`config.mk`:
```
export PLATFORM = sky130hd
export DESIGN_NAME = scrambler_58_stream
export DESIGN_NICKNAME = d
export VERILOG_FILES = /design/src/rtl/scrambler_58_stream.sv
export SDC_FILE = /design/constraint.sdc
export NUM_CORES = 1
export LEC_CHECK = 0
export BUFFER_PORTS_ARGS = -buffer_cell sky130_fd_sc_hd__buf_2
export CORE_MARGIN = 2
export CORE_UTILIZATION = 49
export DETAILED_ROUTE_END_ITERATION = 16
export PLACE_DENSITY_LB_ADDON = 0.25
export SYNTH_ARGS = -nofsm -noshare
export SYNTH_HDL_FRONTEND = slang
export SYNTH_SLANG_ARGS = --single-unit
```
`constraint.sdc`:
```
create_clock -name CLK -period 2.51 [get_ports CLK]
set_input_delay 0.753 -clock CLK [delete_from_list [all_inputs] [get_ports CLK]]
set_output_delay 0.753 -clock CLK [all_outputs]
set_load 0.02 [all_outputs]
```
`src/rtl/scrambler_58_stream.sv`:
```
// rtl/scrambler_58_stream.sv - self-synchronous x^58+x^39+1 scrambler/descrambler stream stage
//
// Ports:
//   CLK, RST_N            clock (rising edge) and synchronous active-low reset
//   seed_load, seed_value run-time load of the 58-bit LFSR (blocks input for that cycle)
//   s_valid/s_ready/s_data  input beat, bit 0 earliest on the serial line
//   m_valid/m_ready/m_data  registered output beat
//   lfsr_state            current LFSR S[57:0], S[0] = most recent bit
//   beat_cnt              accepted input beats, wraps silently at 2^32
module scrambler_58_stream #(
  parameter int          DATA_W     = 64,
  parameter int          DESCRAMBLE = 0,
  parameter logic [57:0] SEED       = {58{1'b1}}
) (
  input  logic              CLK,
  input  logic              RST_N,
  input  logic              seed_load,
  input  logic [57:0]       seed_value,
  input  logic              s_valid,
  output logic              s_ready,
  input  logic [DATA_W-1:0] s_data,
  output logic              m_valid,
  input  logic              m_ready,
  output logic [DATA_W-1:0] m_data,
  output logic [57:0]       lfsr_state,
  output logic [31:0]       beat_cnt
);

  logic [57:0]       lfsr_q, lfsr_d;
  logic [57:0]       lfsr_w;
  logic [DATA_W-1:0] m_data_q, m_data_d;
  logic              m_valid_q;
  logic [31:0]       beat_cnt_q;
  logic              xfer;

  // The output register can take a new beat when empty or draining this cycle;
  // a seed load blocks input so the new seed is never mixed with a beat.
  assign s_ready = ~seed_load & (~m_valid_q | m_ready);
  assign xfer    = s_valid & s_ready;

  // Bit-serial recurrence unrolled over the beat. For DATA_W > 58 later bits
  // tap bits shifted in earlier in the same beat, which the running lfsr_w
  // handles naturally.
  always_comb begin
    lfsr_w   = lfsr_q;
    m_data_d = '0;
    for (int i = 0; i < DATA_W; i++) begin
      m_data_d[i] = s_data[i] ^ lfsr_w[38] ^ lfsr_w[57];
      lfsr_w      = {lfsr_w[56:0], (DESCRAMBLE != 0) ? s_data[i] : m_data_d[i]};
    end
    lfsr_d = lfsr_w;
  end

  always_ff @(posedge CLK) begin
    if (!RST_N) begin
      lfsr_q     <= SEED;
      m_valid_q  <= 1'b0;
      m_data_q   <= '0;
      beat_cnt_q <= '0;
    end else begin
      if (seed_load) begin
        lfsr_q <= seed_value;
      end else if (xfer) begin
        lfsr_q <= lfsr_d;
      end
      if (xfer) begin
        m_valid_q  <= 1'b1;
        m_data_q   <= m_data_d;
        beat_cnt_q <= beat_cnt_q + 32'd1;
      end else if (m_ready) begin
        m_valid_q <= 1'b0;
      end
    end
  end

  assign m_valid    = m_valid_q;
  assign m_data     = m_data_q;
  assign lfsr_state = lfsr_q;
  assign beat_cnt   = beat_cnt_q;

endmodule
```
==> metrics.md <==
| Metric | Value |
|---|---|
| Status | `finished clean` |
| Number of hold buffers added after cts | `0` |
| Final worst path period share | `84.5%` |
| Setup repair bufs after CTS | `0` |
| Max Fclk | `0.471 GHz` |
| Num rows | `43` |
| Maximum buffer depth of the clock tree | `2` |
| Most Crowded Layer GR | `met2` |
| CTS clock-pin slew for the worst setup and hold paths | `0.06 ns` |
| Final number of max-transition violations | `0` |
| Worst voltage drop across the vdd grid | `0.000520 V` |
| Area after DPL | `8700 sq um` |
| Combinational family with the most area after synthesis | `simple AND/OR/NAND/NOR gates` |
| Top post-synthesis cells by area | `sky130_fd_sc_hd__dfxtp_1, sky130_fd_sc_hd__nand2_1, sky130_fd_sc_hd__xnor2_1` |
| Share of the synthesized area in the top cell type | `43.9%` |
| Complex-gate fraction of the synthesized area | `11.2%` |
| Maximum fanout encountered on the critical timing path | `21` |
| Post-synthesis average cell area | `8.70 sq um` |
| Antenna-violating nets left | `0` |
| Transition time at the pin with the least slew margin | `0.678 ns` |
| Sequential Power Share | `38.8%` |
| Initial antenna violation count | `0` |
| Most frequent cells after synthesis | `sky130_fd_sc_hd__nand2_1, sky130_fd_sc_hd__dfxtp_1, sky130_fd_sc_hd__xnor2_1, sky130_fd_sc_hd__a21oi_1, sky130_fd_sc_hd__nand4_1` |
| Most used flip-flop cell after synthesis | `sky130_fd_sc_hd__dfxtp_1` |
| Effective utilization at floorplan | `50.5%` |
| Total power per unit cell area | `794 nW/um^2` |
| Share of total power in combinational logic | `22.9%` |
| Number of DRC markers after the initial detailed-route iteration | `851` |
| Crit-path slowest cell | `sky130_fd_sc_hd__or4_4` |
| Total count of hold-check failures in the final report | `0` |
| Share of async-settable or async-resettable flops after synthesis | `0%` |
| Residual DRC | `0` |
| Routed wire length | `25900 microns` |
| Worst path max stage delay | `0.70 ns` |
| X dimension of the die | `124 microns` |
| Cell type with the highest aggregate area in the netlist | `sky130_fd_sc_hd__dfxtp_1` |
| Largest net degree at the start of global routing | `65` |
| Instance count of the mapped netlist | `813` |
| Setup Viol. Count Final | `0` |
| LEAKAGE | `0.00413 uW` |
| Final core area utilization | `66.8%` |
| Via-to-Cell Ratio | `5.72` |
| Final worst path period need | `2.12 ns` |
| Switch share | `30.7%` |
| Multiplexer area fraction after synthesis | `0.283%` |
| Share of the synthesized netlist area taken by xor and xnor gates | `18.1%` |
| Post-Synth Simple-Gate Area | `23.3%` |
| EDFF count, synth | `0` |
| Type of element capturing the critical path | `register` |
| Worst max-slew margin expressed relative to the limit | `54.8%` |
| I/O pin count | `283` |
| Type of element launching the critical path | `register` |
| Growth of design area from synthesis to finish | `32.2%` |
| Critical Setup Path Class | `register to register` |
| Vias | `7280` |
| Sw power | `2280 uW` |
| Post-Syn Nets | `941` |
| CP required | `2.86 ns` |
| Layout cell share with drive strength beyond 1 | `31.0%` |
| Number of buffers created by CTS | `17` |
| Share of the yosys chip area belonging to registers | `43.9%` |
| Fin Setup TNS | `0 ns` |
| Met1 demand-to-capacity share in global routing | `43.5%` |
| RSZ-0062 raised after global routing | `false` |
| Crit-path cells | `nand4_2, or4_4, or4_1, a21oi_1` |
| Number of sinks on the clock net | `155` |
| CTS H-tree lvls | `4` |
| Arrival time reported for the critical path endpoint | `2.47 ns` |
| Half-perimeter wire length of the detailed placement result | `19000 microns` |
| Post-route insts no fill | `1273` |
| Top-count cell post-synth | `sky130_fd_sc_hd__nand2_1` |
| Worst clock skew | `0.00757 ns` |
| Clk network pwr share | `38.3%` |
| Number of distinct library cells after synthesis | `33` |
| Root Buffer Master | `sky130_fd_sc_hd__clkbuf_16` |
| Count of input and output buffers | `282` |
| Net count of the finished layout | `1208` |
| First-pass GRT wire length | `37500 microns` |
| Met2 Use GR | `53.2%` |
| Cell Int Power | `5140 uW` |
| Routability-driven placement congestion ratio | `0.860` |
| # resized after CTS | `0` |
| Leftover overflow at the end of global routing | `0` |
| Finished Cell Area | `9340 sq um` |
| Clock network latency to the later pin of the worst-skew pair | `0.43 ns` |
| Routed wire length per instance | `20.3 microns` |
| Adder-Cell Fraction of Synth Area | `0.177%` |
| CTS tree | `done` |
| Count of placed standard cells including taps | `1241` |
| Area of the core | `14000 sq um` |
| Height of the chip | `124 microns` |
| Hold crit path type | `register to register` |
| Met3 global-route usage | `7.92%` |
| Number of detailed-route iterations in the first pass | `7` |
| Flop and latch count out of synthesis | `155` |
| Netlist area before placement | `7070 sq um` |
| Number of violations of the max-capacitance limit | `0` |
| Die Area | `15400 sq um` |
| Number of global-route vias before repair | `6703` |
| Synthesis Warnings | `0` |
| Overall global routing resource usage | `33.0%` |
-- final cells by class --
cell class | instances | area [sq um]
Fill cell | 1207 | 4650
Multi-Input combinational cell | 602 | 3770
Sequential cell | 155 | 3100
Timing Repair Buffer | 300 | 1580
Clock buffer | 17 | 425
Tap cell | 180 | 225
Clock inverter | 14 | 219
Inverter | 4 | 15.0
Antenna cell | 1 | 2.50
-- flip-flops by register name, indices dropped and copies added, names as in the netlist --
register,cells
beat_cnt,32
m_data,64
m_valid,1
lfsr_state,58
-- path summary, 6_finish.rpt --
check / startpoint / endpoint / slack, ns / depth (start not counted)
max: beat_cnt[12] / beat_cnt[25] / 0.39 / 4
min: m_data[22] / m_data[22] / 0.45 / 2
max reg2reg: beat_cnt[12] / beat_cnt[25] / 0.39 / 4
min reg2reg: m_data[22] / m_data[22] / 0.45 / 2
-- power groups by stage --
stage / sequential (uW) / clock [uW] / combinational [uW]
2_1_floorplan: 3100 / 0 / 818
4_1_cts: 2880 / 2840 / 1690
5_1_grt: 2900 / 2950 / 1810
6_report: 2880 / 2840 / 1700
3_3_place_gp: 2930 / 0 / 1670
3_5_place_dp: 2930 / 0 / 1690
-- metrics by stage --
step	setup WS, ns	hold slack [ns]	power (uW)
after floorplan	0.342	0.535	3920
after global placement	0.246	0.439	4590
after detailed placement	0.214	0.443	4610
after CTS	0.411	0.452	7420
after global routing	0.327	0.475	7660
final	0.389	0.453	7420
-- placed cells by master, fill, tap and decap left out, types with 2 or more instances in the layout --
| master | instances |
|---|---|
| sky130_fd_sc_hd__buf_4 | 15 |
| sky130_fd_sc_hd__clkbuf_16 | 17 |
| sky130_fd_sc_hd__o21ai_0 | 38 |
| sky130_fd_sc_hd__dfxtp_1 | 155 |
| sky130_fd_sc_hd__clkinv_2 | 2 |
| sky130_fd_sc_hd__or2_2 | 2 |
| sky130_fd_sc_hd__a21oi_1 | 63 |
| sky130_fd_sc_hd__nor2b_1 | 2 |
| sky130_fd_sc_hd__inv_1 | 3 |
| sky130_fd_sc_hd__nand4_1 | 52 |
| sky130_fd_sc_hd__inv_6 | 3 |
| sky130_fd_sc_hd__nor2_1 | 8 |
| sky130_fd_sc_hd__o2111ai_1 | 19 |
| sky130_fd_sc_hd__buf_2 | 282 |
| sky130_fd_sc_hd__xnor2_1 | 81 |
| sky130_fd_sc_hd__xor3_1 | 6 |
| sky130_fd_sc_hd__nand2_1 | 199 |
| sky130_fd_sc_hd__and2_1 | 7 |
| sky130_fd_sc_hd__o31ai_1 | 15 |
| sky130_fd_sc_hd__or3_1 | 14 |
| sky130_fd_sc_hd__bufinv_16 | 5 |
| sky130_fd_sc_hd__mux2i_1 | 2 |
| sky130_fd_sc_hd__or4_1 | 15 |
| sky130_fd_sc_hd__and3_1 | 3 |
| sky130_fd_sc_hd__buf_12 | 3 |
| sky130_fd_sc_hd__nand2b_1 | 5 |
| sky130_fd_sc_hd__and4_1 | 4 |
| sky130_fd_sc_hd__nand3_1 | 28 |
| sky130_fd_sc_hd__xnor3_1 | 12 |
| sky130_fd_sc_hd__nor4_1 | 2 |
| sky130_fd_sc_hd__clkinv_4 | 2 |
| sky130_fd_sc_hd__clkinvlp_4 | 2 |
| sky130_fd_sc_hd__xor2_1 | 18 |
-- cells by family (layout without fill, tap and decap cells) --
group,count (synthesis),in the layout
AO/OA/AOI/OAI,136,136
XOR/XNOR,117,117
adder cells (fa/ha/maj),1,1
buffers and inverters,56,335
flip-flops,155,155
multiplexers,2,2
other,0,1
AND/OR/NAND/NOR,346,346
-- routing by layer --
layer	part of all wire, %	routed length (microns)
met2	47	12200
met4	2.1	552
met3	10	2580
met1	41	10500
met5	0	0
-- critical path, delay by kind of cell, from the launching register on --
family,cells,cell delay [ns]
AND/OR/NAND/NOR,3,1.40
flip-flops,1,0.46
AO/OA/AOI/OAI,1,0.19
Power figures use the tool's default switching activity.
